`config.mk`:
```
export PLATFORM = sky130hd
export DESIGN_NAME = rs5_bus_demux
export DESIGN_NICKNAME = d
export VERILOG_FILES = /design/src/rtl/rs5_bus_demux.sv
export SDC_FILE = /design/constraint.sdc
export NUM_CORES = 1
export LEC_CHECK = 0
export BUFFER_PORTS_ARGS = -buffer_cell sky130_fd_sc_hd__clkbuf_2
export CORE_AREA = 2 2 93 95
export CTS_CLUSTER_SIZE = 12
export DETAILED_ROUTE_END_ITERATION = 10
export DIE_AREA = 0 0 95 97
export SLEW_MARGIN = 15
export SYNTH_ARGS = -nofsm -noshare
export SYNTH_HDL_FRONTEND = slang
export SYNTH_SLANG_ARGS = --single-unit
```
`constraint.sdc`:
```
create_clock -name clk -period 1.2 [get_ports clk]
set_input_delay 0.12 -clock clk [delete_from_list [all_inputs] [get_ports clk]]
set_output_delay 0.12 -clock clk [all_outputs]
set_load 0.01 [all_outputs]
```
`src/rtl/rs5_bus_demux.sv`:
```
// rtl/rs5_bus_demux.sv - RS5 data-bus demultiplexer with region decode, read pipeline and unmapped-access capture
//
// Decodes addr_i[SEL_HI:SEL_LO] against an ordered table of exclusive upper
// bounds. The result drives a one-hot slave enable. Each read's slave index
// is carried through a RD_LATENCY-deep pipeline so the matching slave's read
// data is routed back to the core. Accesses that hit no region are flagged and
// the first offending address is held.
//
// Ports:
//   clk           clock, all state on rising edge
//   sys_reset_i   synchronous active-high reset
//   en_i          core memory operation enable (one access per cycle)
//   we_i          byte write enables, all-zero means read
//   addr_i        access address
//   data_o        read data to core (zero when rvalid_o is low)
//   rvalid_o      data_o carries a completed read
//   slv_en_o      one-hot slave enable (combinational)
//   slv_data_i    slave read data, slave i at [i*DATA_W +: DATA_W]
//   err_o         one-cycle pulse after an unmapped access is accepted
//   err_sticky_o  sticky unmapped-access flag
//   err_addr_o    address of the first unmapped access since last clear
//   err_clr_i     clears err_sticky_o / err_addr_o
module rs5_bus_demux #(
  parameter int N_SLAVES = 4,
  parameter int ADDR_W = 32,
  parameter int DATA_W = 32,
  parameter int SEL_HI = 31,
  parameter int SEL_LO = 28,
  parameter logic [N_SLAVES*(SEL_HI-SEL_LO+2)-1:0] REGION_LIMIT = {5'h10, 5'h08, 5'h03, 5'h02},
  parameter bit DEFAULT_SLAVE = 1'b1,
  parameter int RD_LATENCY = 1,
  parameter logic [DATA_W-1:0] ERR_DATA = 32'hDEAD_BEEF
) (
  input  logic                         clk,
  input  logic                         sys_reset_i,
  input  logic                         en_i,
  input  logic [3:0]                   we_i,
  input  logic [ADDR_W-1:0]            addr_i,
  output logic [DATA_W-1:0]            data_o,
  output logic                         rvalid_o,
  output logic [N_SLAVES-1:0]          slv_en_o,
  input  logic [N_SLAVES*DATA_W-1:0]   slv_data_i,
  output logic                         err_o,
  output logic                         err_sticky_o,
  output logic [ADDR_W-1:0]            err_addr_o,
  input  logic                         err_clr_i
);

  localparam int SEL_W = SEL_HI - SEL_LO + 1;
  // Limits are one bit wider than the field so a limit of 2^SEL_W covers the field maximum.
  localparam int LIM_W = SEL_W + 1;
  localparam int IDX_W = $clog2(N_SLAVES);

  logic [LIM_W-1:0] field_ext;
  logic             hit;
  logic [IDX_W-1:0] sel_idx;
  logic             is_read;
  logic             unm_acc;

  assign field_ext = {1'b0, addr_i[SEL_HI:SEL_LO]};

  // Scanning from the top down leaves the lowest matching region selected.
  always_comb begin
    hit     = 1'b0;
    sel_idx = '0;
    for (int i = N_SLAVES - 1; i >= 0; i--) begin
      if (field_ext < REGION_LIMIT[i*LIM_W +: LIM_W]) begin
        hit     = 1'b1;
        sel_idx = IDX_W'(i);
      end
    end
    if (DEFAULT_SLAVE && !hit) begin
      hit     = 1'b1;
      sel_idx = IDX_W'(N_SLAVES - 1);
    end
  end

  always_comb begin
    slv_en_o = '0;
    if (en_i && hit && !sys_reset_i) begin
      slv_en_o[sel_idx] = 1'b1;
    end
  end

  assign is_read = en_i && (we_i == 4'b0000);
  assign unm_acc = en_i && !hit;

  // Read pipeline: stage 0 is loaded at accept, the last stage presents the return.
  logic [RD_LATENCY-1:0] st_valid;
  logic [RD_LATENCY-1:0] st_unm;
  logic [IDX_W-1:0]      st_idx [RD_LATENCY];

  always_ff @(posedge clk) begin
    if (sys_reset_i) begin
      st_valid <= '0;
      st_unm   <= '0;
    end else begin
      st_valid[0] <= is_read;
      st_unm[0]   <= !hit;
      st_idx[0]   <= sel_idx;
      for (int k = 1; k < RD_LATENCY; k++) begin
        st_valid[k] <= st_valid[k-1];
        st_unm[k]   <= st_unm[k-1];
        st_idx[k]   <= st_idx[k-1];
      end
    end
  end

  // The slave drives its data in the return cycle, so the mux is combinational.
  always_comb begin
    rvalid_o = st_valid[RD_LATENCY-1];
    data_o   = '0;
    if (st_valid[RD_LATENCY-1]) begin
      if (st_unm[RD_LATENCY-1]) begin
        data_o = ERR_DATA;
      end else begin
        data_o = slv_data_i[int'(st_idx[RD_LATENCY-1])*DATA_W +: DATA_W];
      end
    end
  end

  // A new error outranks a simultaneous clear; while sticky, the first address is kept.
  always_ff @(posedge clk) begin
    if (sys_reset_i) begin
      err_o        <= 1'b0;
      err_sticky_o <= 1'b0;
      err_addr_o   <= '0;
    end else begin
      err_o <= unm_acc;
      if (unm_acc) begin
        err_sticky_o <= 1'b1;
        if (!err_sticky_o || err_clr_i) begin
          err_addr_o <= addr_i;
        end
      end else if (err_clr_i) begin
        err_sticky_o <= 1'b0;
        err_addr_o   <= '0;
      end
    end
  end

endmodule

```
## Yosys cells after proc, flatten, opt, wreduce, memory -nomap -nowiden

Memories as Yosys holds them, arrays and structs flattened.
Cells that the tools add are included.

- Memory bits (writable): 2
- Register bits after elaboration: 1
- Memories kept: 1

- Mux-type cells: 14
- Shift operators: 1
- Magnitude comparators: 6
- Reductions and logical operators: 5

Memories:

| name | words | bits a word | rd ports | clocked after memory_dff | wr ports | RTL line | RTL |
|---|---|---|---|---|---|---|---|
| st_idx | 1 | 2 | 1 | 0 | 1 | 91 | `logic [IDX_W-1:0] st_idx [RD_LATENCY];` |

Operators with widths:

| operator | count |
|---|---|
| 128-bit by 8-bit indexed part select with 32-bit output | 1 |
| 32-bit 2-to-1 mux | 1 |
| 2-bit 2-to-1 mux | 5 |
| 4-bit by 2-bit less-than comparator with 1-bit output, second input constant | 2 |
| 1-bit 2-to-1 mux | 6 |
| 4-bit by 5-bit less-than comparator with 1-bit output, second input constant | 1 |
| 4-bit logical NOT | 1 |
| 4-bit less-than comparator, second input constant | 1 |
| 4-bit 2-to-1 mux | 1 |
| 1-bit logical AND | 3 |
| 2-bit by 3-bit less-than comparator with 1-bit output, second input constant | 1 |
| 1-bit demux with 2-bit select | 1 |
| 2-bit by 1-bit greater-or-equal comparator with 1-bit output, second input constant | 1 |
| 1-bit logical NOT | 1 |

## Longest topological paths before layout

- Depth in word-level cells: 11
- Depth in mapped cells: 4

## Worst setup path after synthesis

OpenSTA, ideal clock, no wires.

- Path kind: register to output
- Start point: mem st_idx[0][1] (netlist name)
- End point: out data_o[10]
- Required time: 1080 ps
- Slack: 61 ps
- Arrival time: 1019 ps
- Stages on the path, launching flop included: 5
- Cells stage by stage: edfxtp_1 > buf_6 > buf_12 > mux2i_1 > o22ai_1

- Longest elaborated chain between the ends: 3

Ends and longest elaborated chain:

| what | RTL line | RTL |
|---|---|---|
| from (decl) | 91 |  |
| memory read 1 x 2 bit | n/a |  |
| 128-bit by 8-bit indexed part select with 32-bit output | 117 | `data_o = slv_data_i[int'(st_idx[RD_LATENCY-1])*DATA_W +: DATA_W];` |
| 32-bit 2-to-1 mux | 113 | `if (st_valid[RD_LATENCY-1]) begin` |
| to (decl) | 39 | `output logic [DATA_W-1:0] data_o,` |

Every way passes these cells.

## Final worst setup path

- Start point: mem st_idx[0][1] (netlist name)
- End point: out data_o[25]

Same word-level chain as after synthesis.

==> qor.txt <==
Die area - 9220 µm²
First-pass GRT wire length - 7550 µm
H-tree depth - 1
TritonRoute pass-1 iters - 3
Slowest stage delay, CP - 0.35 ns
TritonCTS clock tree - done
Top-Level Pins - 239
Yosys top cell area share - 45.5%
ANT nets after route - 0
Maximum vdd drop - 0.355 mV
Routed wl met2 - 2870 µm
Min-delay worst type - in2reg
Worst path bufs/invs - 3
Initial Util - 17.3%
Vias - 1828
Clk sink count - 3
EDFF count, synth - 2
Share of power burned in registers - 10.9%
Drt initial violations - 20
Post-Route Setup TNS - -9.43 ns
CP Max Fanout - 9
Mapped Cells - 161
Worst EP required - 1.08 ns
Cell family with most CP delay - buffers and inverters
Final setup margin - -0.327 ns
Synth Warn # - 0
Final min period - 1.53 ns
Largest cells by area after synthesis - mux2i_1 (46%), buf_4 (18%), o22ai_1 (14%), buf_12 (4.3%), edfxtp_1 (4.3%)
Status - complete, but fails checks
FILL cells - 880
Final WL - 5620 µm
GRT overflow - 0
P_sw - 0.374 mW
Worst Setup Start Kind - flip-flop
Port Buffers - 175
Switching share of power - 33.5%
P&R area growth vs syn - 73.7%
Setup violators final - 32
Largest net degree at the start of global routing - 19
Hold Vio Cnt, Final - 0
CP arrival - 1.41 ns
Synth Area per Inst - 8.74 µm²
Max_cap viols - 0
Nets - 507
Failing checks - negative setup slack
Clock buffer count from CTS - 3
Slew Viols, Final - 0
GRT Total Usage - 10.3%
Bufs on Longest Clock Path - 2
Synthesized flop and latch total - 3
Ant diodes - 0
Sequential element share of the synthesized area - 5.69%
Area occupied by multi-input gates - 1080 µm²
Count leader, synth - mux2i_1
Routed wl met3 - 629 µm
Leakage power - 1.49 nW
FP Rows - 33
Initial antenna violation count - 0
Cell Pwr Density - 458 nW/µm²
Int Pwr - 0.744 mW
Layout cells sized above 1 - 58.3%
Final cell count without fillers - 443
CP cell instances - buf_6 -> buf_16 -> mux2i_2 -> o22ai_2 -> buf_2
Vias in the first global route - 1638
GPL Wtd Cong - 0.657
Async S/R FF share, synth - 0%
Gate power share - 62.8%
Synth Flop Type - edfxtp_1
Post-CTS Hold Buffers - 0
Post-synthesis instance area - 1410 µm²
Die Y - 97 µm
RSZ-0062 raised after global routing - true
HPWL Detailed - 4350 µm
Clk slew on worst S/H paths - 0.03 ns
Netlist cell types - 22
Period utilisation layout - 127%
# placed instances - 433
Via density per instance - 4.13
Slowest-stage cell, CP - edfxtp_1
Routed met1 length - 2090 µm
DR top layer - met4
Core Box Area - 8130 µm²
Wire length per cell - 12.7 µm
F_max - 655 MHz
Clk pwr share - 26.3%
Clock Tree Root - clkbuf_8
Most frequent cells after synthesis - mux2i_1 (64), buf_4 (34), o22ai_1 (32)
Post-synth top area cell - mux2i_1
Setup CP Type - reg2out
DIE WIDTH - 95 µm
Critical path endpoint category - output pin
DRC - 0
Reg area - 80.1 µm²
-- kinds of logic (layout without fill, tap and decap cells) --
logic type / Yosys count / after routing / share of synthesized area [%]
other cells: 1 / 34 / 0.266
flops: 3 / 3 / 5.69
simple gates: 10 / 10 / 4.09
mux: 64 / 64 / 45.5
compound gates: 34 / 34 / 15.8
buf+inv: 49 / 193 / 28.6
-- routing by layer --
metal | GRT usage, % | vias to the layer above
met4 | 2.45 | 0
met3 | 1.71 | 4
met5 | 0 | -
met2 | 20.7 | 125
li1 | - | 894
met1 | 10.5 | 805
-- path summary, 6_finish.rpt --
check / cells past startpoint / to / startpoint / slack [ns]
setup / recovery: 5 / data_o[25] / st_idx[0][1] / -0.33
hold / removal: 3 / rvalid_o / we_i[2] / 0.14
-- power by group through the flow --
stage	clock network [mW]	logic, mW	registers [mW]
2_1_floorplan	0	0.461	0.121
3_3_place_gp	0	0.591	0.126
3_5_place_dp	0	0.603	0.127
4_1_cts	0.301	0.664	0.122
5_1_grt	0.318	0.761	0.123
6_report	0.294	0.702	0.122
-- state kept, by name (all words and copies together) (netlist names) --
signal,cells
rvalid_o,1
st_idx,2
-- cell type report --
class                      count  area share, %
sequential                     3           3.28
timing repair buffer         187           44.9
multi-input combinational    142           44.3
tap                          105           5.37
clock buffer                   4           1.84
inverter                       2          0.307
-- per-stage QoR --
step	hold WS [ns]	utilization (%)	power (mW)	setup slack [ns]	cell area [µm²]
6_report	0.135	30.1	1.12	-0.327	2440
5_1_grt	0.170	30.1	1.20	-0.399	2440
4_1_cts	0.132	29.1	1.09	-0.330	2360
3_5_place_dp	0.360	27.5	0.730	-0.151	2240
3_3_place_gp	0.360	27.5	0.717	-0.126	2240
2_1_floorplan	0.273	-	0.582	0.0614	1530
-- cell usage in the layout, fill, tap and decap left out, types with 2 or more instances in the layout --
master     instances
nand2_1            2
buf_4              2
nor2_1             2
clkbuf_16          2
mux2i_1           61
edfxtp_1           2
clkbuf_8           3
mux2i_2            2
buf_2             15
conb_1            34
o22ai_1           31
buf_12             4
inv_1              2
clkbuf_2         160
buf_6              2
buf_16             2
-- repair_timing --
action | in CTS | in global routing
setup endpoints to repair | 32 | 32
hold endpoints to repair | 0 | 0
cloned | 2 | 2
gates resized for setup | 4 | 25
pin swaps | 1 | 2
buffers inserted | 2 | 1
Note: power is estimated with default switching activity, not from simulation.
